===== config.mk =====
export PLATFORM = sky130hd
export DESIGN_NAME = move_link_ctrl
export DESIGN_NICKNAME = d
export VERILOG_FILES = /design/src/rtl/go_link_pkg.sv /design/src/rtl/link_timeout_timer.sv /design/src/rtl/move_link_ctrl.sv
export SDC_FILE = /design/constraint.sdc
export NUM_CORES = 1
export LEC_CHECK = 0
export ABC_CLOCK_PERIOD_IN_PS = 2500
export BUFFER_PORTS_ARGS = -buffer_cell sky130_fd_sc_hd__clkbuf_2
export CAP_MARGIN = 0
export CORE_UTILIZATION = 57
export DETAILED_ROUTE_END_ITERATION = 10
export PLACE_DENSITY = 0.76
export REMOVE_ABC_BUFFERS = 1
export SLEW_MARGIN = 20
export SYNTH_ARGS = -nofsm -noshare
export SYNTH_HDL_FRONTEND = slang
export SYNTH_HIERARCHICAL = 1
export SYNTH_SLANG_ARGS = --single-unit

===== constraint.sdc =====
create_clock -name clk_in -period 2.5 [get_ports clk_in]
set_input_delay 0.25 -clock clk_in [delete_from_list [all_inputs] [get_ports clk_in]]
set_output_delay 0.25 -clock clk_in [all_outputs]
set_load 0.01 [all_outputs]

===== src/rtl/go_link_pkg.sv =====
`default_nettype none
// ------------------------------------------------------------------
// go_link_pkg : shared state encoding and constants for move_link_ctrl
// Rev 1.0
// ------------------------------------------------------------------
package go_link_pkg;

  localparam logic [7:0] ACK_CODE_DEFAULT = 8'hFF;
  localparam int         TX_START_GRACE   = 4;

  typedef enum logic [2:0] {
    S_IDLE        = 3'd0,
    S_SEND_MOVE   = 3'd1,
    S_WAIT_TXDONE = 3'd2,
    S_WAIT_ACK    = 3'd3,
    S_SEND_ACK    = 3'd4,
    S_ACK_TXDONE  = 3'd5,
    S_ERROR       = 3'd6
  } link_state_t;

endpackage
`default_nettype wire


===== src/rtl/link_timeout_timer.sv =====
`default_nettype none
// ------------------------------------------------------------------
// link_timeout_timer : clearable up-counter flagging LIMIT-1 cycles
// Rev 1.0
// ------------------------------------------------------------------
module link_timeout_timer #(
  parameter int LIMIT = 6_500_000
) (
  input  logic clk,
  input  logic rst,
  input  logic clear,
  input  logic enable,
  output logic expired
);

  localparam int           W    = (LIMIT > 1) ? $clog2(LIMIT) : 1;
  localparam logic [W-1:0] LAST = W'(LIMIT - 1);

  logic [W-1:0] count;

  // Holds at the last value so an expiry during an ACK detour is still seen on return.
  always_ff @(posedge clk) begin
    if (rst || clear) begin
      count <= '0;
    end else if (enable && (count != LAST)) begin
      count <= count + W'(1);
    end
  end

  assign expired = (count == LAST);

endmodule
`default_nettype wire


===== src/rtl/move_link_ctrl.sv =====
`default_nettype none
// ------------------------------------------------------------------
// move_link_ctrl : ACK/retry move exchange over a byte UART pair.
// Optional LINK_STATS_EN builds the saturating retransmission counter.
// Rev 1.0
// ------------------------------------------------------------------
module move_link_ctrl
  import go_link_pkg::*;
#(
  parameter int         CLK_HZ      = 65_000_000,
  parameter int         ACK_TIMEOUT = CLK_HZ / 10,
  parameter int         MAX_RETRY   = 3,
  parameter logic [7:0] ACK_CODE    = ACK_CODE_DEFAULT
) (
  input  logic       clk_in,
  input  logic       rst_in,
  input  logic       send_in,
  input  logic [7:0] move_in,
  output logic       tx_trigger_out,
  output logic [7:0] tx_val_out,
  input  logic       tx_busy_in,
  input  logic       rx_ready_in,
  input  logic [7:0] rx_data_in,
  output logic       move_valid_out,
  output logic [7:0] move_out,
  output logic       busy_out,
  output logic       link_err_out,
  output logic [7:0] retry_count_out
);

  localparam logic [7:0] MAX_RETRY_B = 8'(MAX_RETRY);

  link_state_t state, ret_state;
  logic [7:0]  move_reg, retries;
  logic        move_pending, ack_pending, dup_armed, seen_busy;
  logic        ack_rx, ack_expired, grace_expired, in_txdone, tx_done;
  logic        take_move, send_ok, retx, ack_timer_clr, ack_timer_en;

  assign ack_rx        = rx_ready_in && (rx_data_in == ACK_CODE);
  assign in_txdone     = (state == S_WAIT_TXDONE) || (state == S_ACK_TXDONE);
  assign tx_done       = in_txdone && !tx_busy_in && (seen_busy || grace_expired);
  assign take_move     = (state == S_IDLE) && !ack_pending && move_pending;
  // A request landing on the cycle the pending move is launched is treated as busy.
  assign send_ok       = send_in && !busy_out && (state != S_ERROR) && !take_move;
  assign retx          = (state == S_WAIT_ACK) && !ack_rx && ack_expired && (retries < MAX_RETRY_B);
  assign ack_timer_clr = (state == S_WAIT_TXDONE) && tx_done;
  assign ack_timer_en  = (state == S_WAIT_ACK) ||
                         (((state == S_SEND_ACK) || (state == S_ACK_TXDONE)) && (ret_state == S_WAIT_ACK));

  link_timeout_timer #(.LIMIT(ACK_TIMEOUT)) u_ack_timer (
    .clk(clk_in), .rst(rst_in), .clear(ack_timer_clr), .enable(ack_timer_en), .expired(ack_expired)
  );

  link_timeout_timer #(.LIMIT(TX_START_GRACE)) u_grace_timer (
    .clk(clk_in), .rst(rst_in), .clear(!in_txdone), .enable(in_txdone && !seen_busy),
    .expired(grace_expired)
  );

  // Inbound filter: fresh moves pulse upstream, repeats of the last move only re-ACK.
  always_ff @(posedge clk_in) begin
    if (rst_in) begin
      move_out       <= '0;
      move_valid_out <= 1'b0;
      ack_pending    <= 1'b0;
      dup_armed      <= 1'b0;
    end else begin
      move_valid_out <= 1'b0;
      if (state == S_SEND_ACK) ack_pending <= 1'b0;
      if (send_ok) dup_armed <= 1'b0;
      if (rx_ready_in && !ack_rx) begin
        ack_pending <= 1'b1;
        if (!(dup_armed && (rx_data_in == move_out))) begin
          move_out       <= rx_data_in;
          move_valid_out <= 1'b1;
          dup_armed      <= 1'b1;
        end
      end
    end
  end

  always_ff @(posedge clk_in) begin
    if (rst_in) begin
      state          <= S_IDLE;
      ret_state      <= S_IDLE;
      move_reg       <= '0;
      move_pending   <= 1'b0;
      retries        <= '0;
      seen_busy      <= 1'b0;
      tx_trigger_out <= 1'b0;
      tx_val_out     <= '0;
      busy_out       <= 1'b0;
      link_err_out   <= 1'b0;
    end else begin
      tx_trigger_out <= 1'b0;
      if (send_ok) begin
        move_reg     <= move_in;
        move_pending <= 1'b1;
      end
      if (in_txdone && tx_busy_in) seen_busy <= 1'b1;
      case (state)
        S_IDLE: begin
          if (ack_pending) begin
            ret_state <= S_IDLE;
            state     <= S_SEND_ACK;
          end else if (move_pending) begin
            move_pending <= 1'b0;
            busy_out     <= 1'b1;
            state        <= S_SEND_MOVE;
          end
        end
        S_SEND_MOVE: begin
          tx_val_out     <= move_reg;
          tx_trigger_out <= 1'b1;
          seen_busy      <= 1'b0;
          state          <= S_WAIT_TXDONE;
        end
        S_WAIT_TXDONE: if (tx_done) state <= S_WAIT_ACK;
        S_WAIT_ACK: begin
          if (ack_rx) begin
            busy_out <= 1'b0;
            retries  <= '0;
            state    <= S_IDLE;
          end else if (ack_expired) begin
            if (retx) begin
              retries <= retries + 8'd1;
              state   <= S_SEND_MOVE;
            end else begin
              busy_out     <= 1'b0;
              link_err_out <= 1'b1;
              state        <= S_ERROR;
            end
          end else if (ack_pending) begin
            ret_state <= S_WAIT_ACK;
            state     <= S_SEND_ACK;
          end
        end
        S_SEND_ACK: begin
          tx_val_out     <= ACK_CODE;
          tx_trigger_out <= 1'b1;
          seen_busy      <= 1'b0;
          state          <= S_ACK_TXDONE;
        end
        S_ACK_TXDONE: if (tx_done) state <= ret_state;
        S_ERROR: begin
          busy_out     <= 1'b0;
          link_err_out <= 1'b1;
        end
        default: state <= S_IDLE;
      endcase
    end
  end

`ifdef LINK_STATS_EN
  logic [7:0] stats_cnt;

  always_ff @(posedge clk_in) begin
    if (rst_in) begin
      stats_cnt <= '0;
    end else if (retx && (stats_cnt != 8'hFF)) begin
      stats_cnt <= stats_cnt + 8'd1;
    end
  end

  assign retry_count_out = stats_cnt;
`else
  assign retry_count_out = 8'd0;
`endif

endmodule
`default_nettype wire


Word level (Yosys, flattened, before mapping)
Index checks and enable logic that the tools add are counted.
- bits in registers: 71
- input port bits: 21
- output and inout port bits: 28
- add/sub/neg operators: 3
- order comparisons: 1
- eq/ne operators: 28
- muxes and demuxes: 39
- bitwise operators: 3
- reductions and logical operators: 49
- operators with widths (kind ; count):
    $mux W3 ; 12
    $mux W8 ; 3
    $add A23 B1 Y23 const B ; 1
    $eq A23 B23 Y1 const B ; 1
    $ne A23 B23 Y1 const B ; 1
    $ne A2 B2 Y1 const B ; 11
    $pmux W3 S7 ; 1
    $logic_and A1 B1 Y1 ; 19
    $mux W1 ; 19
    $pmux W8 S2 ; 1
    $reduce_and A5 Y1 ; 3
    $ne A3 B3 Y1 const B ; 4
    $reduce_bool A2 Y1 ; 6
    $eq A3 B2 Y1 const B ; 3
    $eq A3 B3 Y1 const B ; 3
    $add A8 B1 Y8 const B ; 1
    $eq A8 B8 Y1 ; 1
    $eq A8 B8 Y1 const B ; 1
    $lt A8 B2 Y1 const B ; 1
    $logic_not A1 Y1 ; 7
    $logic_or A1 B1 Y1 ; 6
    $pmux W3 S2 ; 1
    $ne A4 B4 Y1 const B ; 1
    $reduce_and A4 Y1 ; 1
    12 further kinds ; 15

Logic depth before layout (Yosys ltp)
- depth in word-level cells: 10
- depth in mapped cells: 10
- gate-level depth less buffers: 9

Cells and area by module
Netlist, hierarchy kept.
- modules (own cells, without submodules) (module ; times used ; cells an instance ; area each (µm²) ; seq. area each (µm²)):
    move_link_ctrl ; 1 ; 224 ; 2047.0 ; 880.8
    link_timeout_timer at u_ack_timer ; 1 ; 140 ; 1197.4 ; 460.4
    link_timeout_timer at u_grace_timer ; 1 ; 8 ; 105.1 ; 40.0

Worst setup path before layout
OpenSTA, ideal clock, no wires.
- path type: register to register
- from: register u_ack_timer.count[4]
- to: register state[0]
- setup time: 71 ps
- data arrival time: 2169 ps
- required time: 2429 ps
- setup slack: 260 ps
- cell stages (with the launch flop): 9
- buffers on the path: 0
- period minus slack after synthesis: 2240 ps
- cell sequence: dfxtp_1 -> or4b_1 -> nor3_2 -> nor4b_1 -> inv_1 -> nor3_2 -> nor3b_2 -> o211ai_1 -> a21oi_1
- cells in the longest elaborated chain, start to end: 7
- elaborated cells between the ends (all ways): 9
- ends and longest elaborated chain (element ; RTL line ; RTL):
    start: declaration ; link_timeout_timer.sv:19 ; logic [W-1:0] count;
    start signal: assignment ; link_timeout_timer.sv:26 ; count <= count + W'(1);
    $eq A23 B23 Y1 (*) ; link_timeout_timer.sv:30 ; assign expired = (count == LAST);
    via ack_expired ; move_link_ctrl.sv:36 ; logic ack_rx, ack_expired, grace_expired, in_txdone, tx_done;
    $logic_and A1 B1 Y1 (2 in a row) ; move_link_ctrl.sv:45 ; assign retx = (state == S_WAIT_ACK) && !ack_rx && ack_expired && (retries < MAX_RETRY_B);
    $mux W3 ; move_link_ctrl.sv:124 ; if (retx) begin
    $mux W3 ; move_link_ctrl.sv:123 ; end else if (ack_expired) begin
    $mux W3 ; move_link_ctrl.sv:119 ; if (ack_rx) begin
    $pmux W3 S7 ; move_link_ctrl.sv:100 ; case (state)
    end signal: assignment ; move_link_ctrl.sv:143 ; S_ACK_TXDONE: if (tx_done) state <= ret_state;
    end: declaration ; move_link_ctrl.sv:33 ; link_state_t state, ret_state;
The timed path passes the listed nets; every way through them passes the cells marked *.
A chain may end at the register's enable or synchronous reset.

Worst setup path after layout
- from: register u_ack_timer.count[15]
- to: register state[0]
Same word-level chain as after synthesis.

==> impl_metrics.tcl <==
set metrics [dict create \
    status "finished clean" \
    clockBufferDepth 2 \
    multiInputGateArea_mm2 0.00185 \
    finalClockSkew_ps 10.9 \
    reg2reg_setup_slack_ps 150 \
    ir_drop_uv 761 \
    cts_root_buf "clkbuf_8" \
    slew_viol_final 0 \
    clk_latency_ps 350 \
    path_cells "or4b_1, nor3_4, nor4b_4, buf_4, inv_1, nor3_2, nor3b_4, o211ai_1, a21oi_1" \
    clock_sinks 69 \
    hold_depth 3 \
    grt_setup_unrepaired "false" \
    fin_crit_sh_pct 93.9 \
    synth_cells 372 \
    fin_nets 439 \
    syn2layout_area_growth_pct 17.0 \
    yosysUniqueCellTypes 62 \
    crit_type "flop to flop" \
    r2r-end "state[0]$_SDFFE_PP0P_" \
    wl_per_cell_um 14.4 \
    cts_max_level 3 \
    dr_total_vias 2842 \
    synthFlopType "dfxtp_1" \
    wirelength_um 7100 \
    syn_avg_cell_area_um2 9.00 \
    tightest_slew_ps 571 \
    max_stage_delay_ps 570 \
    r2r_start "u_ack_timer/count[15]$_SDFFE_PP0P_" \
    via_per_inst 5.78 \
    largest_reg_flops 23 \
    antenna_found_initial 0 \
    r2r_cells 9 \
    cp.required_ps 2770 \
    nFillCells 456 \
    die_w_um 78.7 \
    die_h_um 78.7 \
    async_flop_share_pct 0 \
    ys_warn_count 6 \
    grt.total_usage_pct 24.5 \
    start_kind "flop" \
    power_density_mw_per_mm2 905 \
    regArea_mm2 0.00138 \
    critical_path.top_delay_family "simple AND/OR/NAND/NOR gates" \
    cap_violations 0 \
    ant_nets 0 \
    post-route-drc-count 0 \
    coreArea_mm2 0.00557 \
    timing_hold_violations_final 0 \
    place_congestion 0.888 \
    slew_headroom_pct 61.8 \
    grt_max_degree 46 \
    io_buffers 40 \
    yosys_register_bits 69 \
    dr.pass1.iters 4 \
    cts_buffers 9 \
    start_util_pct 60.1 \
    largest-register "u_ack_timer/count" \
    cts_tree "built" \
    hold_path_startpoint "move_in[0]" \
    hold_end "move_reg[0]$_SDFFE_PP0P_" \
    cpMaxStageDelayCell "or4b_1" \
    drtIter0Drc 121 \
    grt_pass1_wl_um 11800 \
    worstSetupEndpointType "flop" \
    dieArea_mm2 0.00619 \
    synth_area_mm2 0.00335 \
    pin_count 49 \
    layout_min_cycle_time_ps 2350 \
    min_path_type "input pin to flop" \
    numPlacedInstances 475 \
    synth-edff-count 0 \
    clock.fmax_mhz 426 \
    first_global_vias 2700 \
    layout.cells.non_filler 492 \
    cts.clk_slew.worst_paths_ps 80 \
    cp.buffers_inverters 2 \
    setup_viol 0 \
    critPathArrivalTime_ps 2620 \
    dpl.hpwl_um 4840 \
    core.rowCount 27 \
    num_antenna_cells 0 \
    leakagePower_nw 1.66 \
    layout-drive-gt1-share_pct 22.1 \
    cp_max_fo 4 \
    overflow 0 \
    yosysSeqAreaShare_pct 41.2 \
    worst_hold_slack_ps 134 \
]
power breakdown:
part           internal, W  switching (W)  leakage (nW)  total (W)
sequential         0.00124       0.000135         0.563    0.00138
clock             0.000822       0.000430         0.140    0.00125
combinational     0.000402       0.000515         0.953   0.000916
total              0.00247        0.00108          1.66    0.00355
layout make-up:
| cell class | count | area share, % |
|---|---|---|
| Multi-Input combinational cell | 277 | 47.2 |
| Sequential cell | 69 | 35.2 |
| Timing Repair Buffer | 53 | 7.60 |
| Clock buffer | 11 | 3.86 |
| Clock inverter | 5 | 3.29 |
| Tap cell | 72 | 2.30 |
| Inverter | 5 | 0.479 |
synthesized netlist by cell type, drive strengths merged (2+ instances only):
library cell | instances | area share [%]
nor4 | 3 | 1.0
a41o | 2 | 0.60
xor2 | 17 | 4.7
o21bai | 2 | 0.45
a211oi | 8 | 1.8
o21ai | 12 | 2.0
a21oi | 19 | 3.2
nor2b | 2 | 0.60
nand3 | 15 | 2.2
or4 | 2 | 0.45
or3 | 11 | 2.1
a32oi | 2 | 0.52
a22oi | 2 | 0.45
o22ai | 9 | 1.7
and2 | 4 | 0.75
nor4b | 6 | 2.0
o31ai | 2 | 0.45
xnor2 | 6 | 1.6
nand4 | 6 | 1.3
and3 | 8 | 1.6
buf | 14 | 3.4
o211ai | 4 | 0.90
dfxtp | 69 | 41
nor2 | 56 | 6.4
nor3b | 5 | 1.3
clkbuf | 14 | 1.6
and4 | 4 | 1.1
ha | 3 | 1.1
nand2 | 17 | 1.9
mux2i | 18 | 5.4
a21bo | 2 | 0.60
or2 | 2 | 0.37
inv | 5 | 0.56
nor3 | 11 | 2.2
routing by layer:
layer  GRT usage (%)  share of wire, %  wire length [um]  vias to the layer above
li1                -                 -                 -                     1397
met1            27.1                44              3100                     1358
met2            43.5                50              3560                       73
met3            4.65               3.8               271                       14
met4            13.9               2.5               176                        0
met5               0                 0                 0                        -
metrics by stage:
stage,instance area (um2),total power [W],util (%),setup TNS (ps),setup slack [ps]
global placement,3600,0.00228,64.5,0,117
floorplan,3210,0.00199,-,-2820,-386
global route,3920,0.00374,70.3,0,3.21
finish,3920,0.00355,70.3,0,151
detailed placement,3600,0.00231,64.5,0,65.6
CTS,3880,0.00356,69.5,0,28.3
kinds of logic after synthesis:
logic type,count (synthesis),share of synthesized area (%)
AOI/OAI and AO/OA,69,13.9
xor gates and xnor gates,23,6.24
adders and majority gates,3,1.12
buffers and inverters,33,5.53
DFF,69,41.2
muxes,18,5.38
other,1,0.112
and+or+nand+nor,156,26.5
worst reg2reg max path, delay by kind of cell (launching register included):
family | cells | cell delay [ps]
buf+inv | 2 | 220
flops | 1 | 330
simple gates | 5 | 1470
compound gates | 2 | 270
timing repair:
action	CTS	global route
setup buffers	0	1
hold buffers	0	0
resized for setup	0	5
setup endpoints to repair	0	5
hold endpoints to repair	0	0
how the worst max path moves through the flow:
stage                                                   from               endpoint  slack (ps)  cells after the start
after floorplan                        state[1]$_SDFFE_PP0P_   dup_armed$_SDFF_PP0_        -390                      5
after global placement    u_ack_timer/count[15]$_SDFFE_PP0P_  state[0]$_SDFFE_PP0P_         120                      9
after detailed placement  u_ack_timer/count[15]$_SDFFE_PP0P_  state[0]$_SDFFE_PP0P_          70                      9
after CTS                 u_ack_timer/count[15]$_SDFFE_PP0P_  state[0]$_SDFFE_PP0P_          30                      9
after global routing      u_ack_timer/count[15]$_SDFFE_PP0P_  state[2]$_SDFFE_PP0P_           3                      8
final                     u_ack_timer/count[15]$_SDFFE_PP0P_  state[0]$_SDFFE_PP0P_         150                      9
placed cells by master, fill, tap and decap left out, types with 4 or more instances in the layout:
cell type | Yosys | layout
clkbuf_8 | 0 | 11
and3_1 | 7 | 7
buf_4 | 8 | 13
xnor2_1 | 6 | 6
dfxtp_1 | 69 | 69
xor2_1 | 16 | 16
conb_1 | 1 | 8
nand4_1 | 5 | 5
inv_1 | 5 | 5
and2_1 | 4 | 4
o22ai_1 | 9 | 9
a211oi_1 | 8 | 8
nor3b_1 | 4 | 4
nand3_1 | 15 | 15
bufinv_16 | 0 | 4
clkbuf_2 | 0 | 40
a21oi_1 | 16 | 16
mux2i_1 | 18 | 18
or3_1 | 11 | 11
o211ai_1 | 4 | 4
nor2_1 | 55 | 55
nor3_1 | 7 | 7
nand2_1 | 17 | 17
o21ai_0 | 9 | 9
No activity file was read; power rests on OpenSTA's default activity.
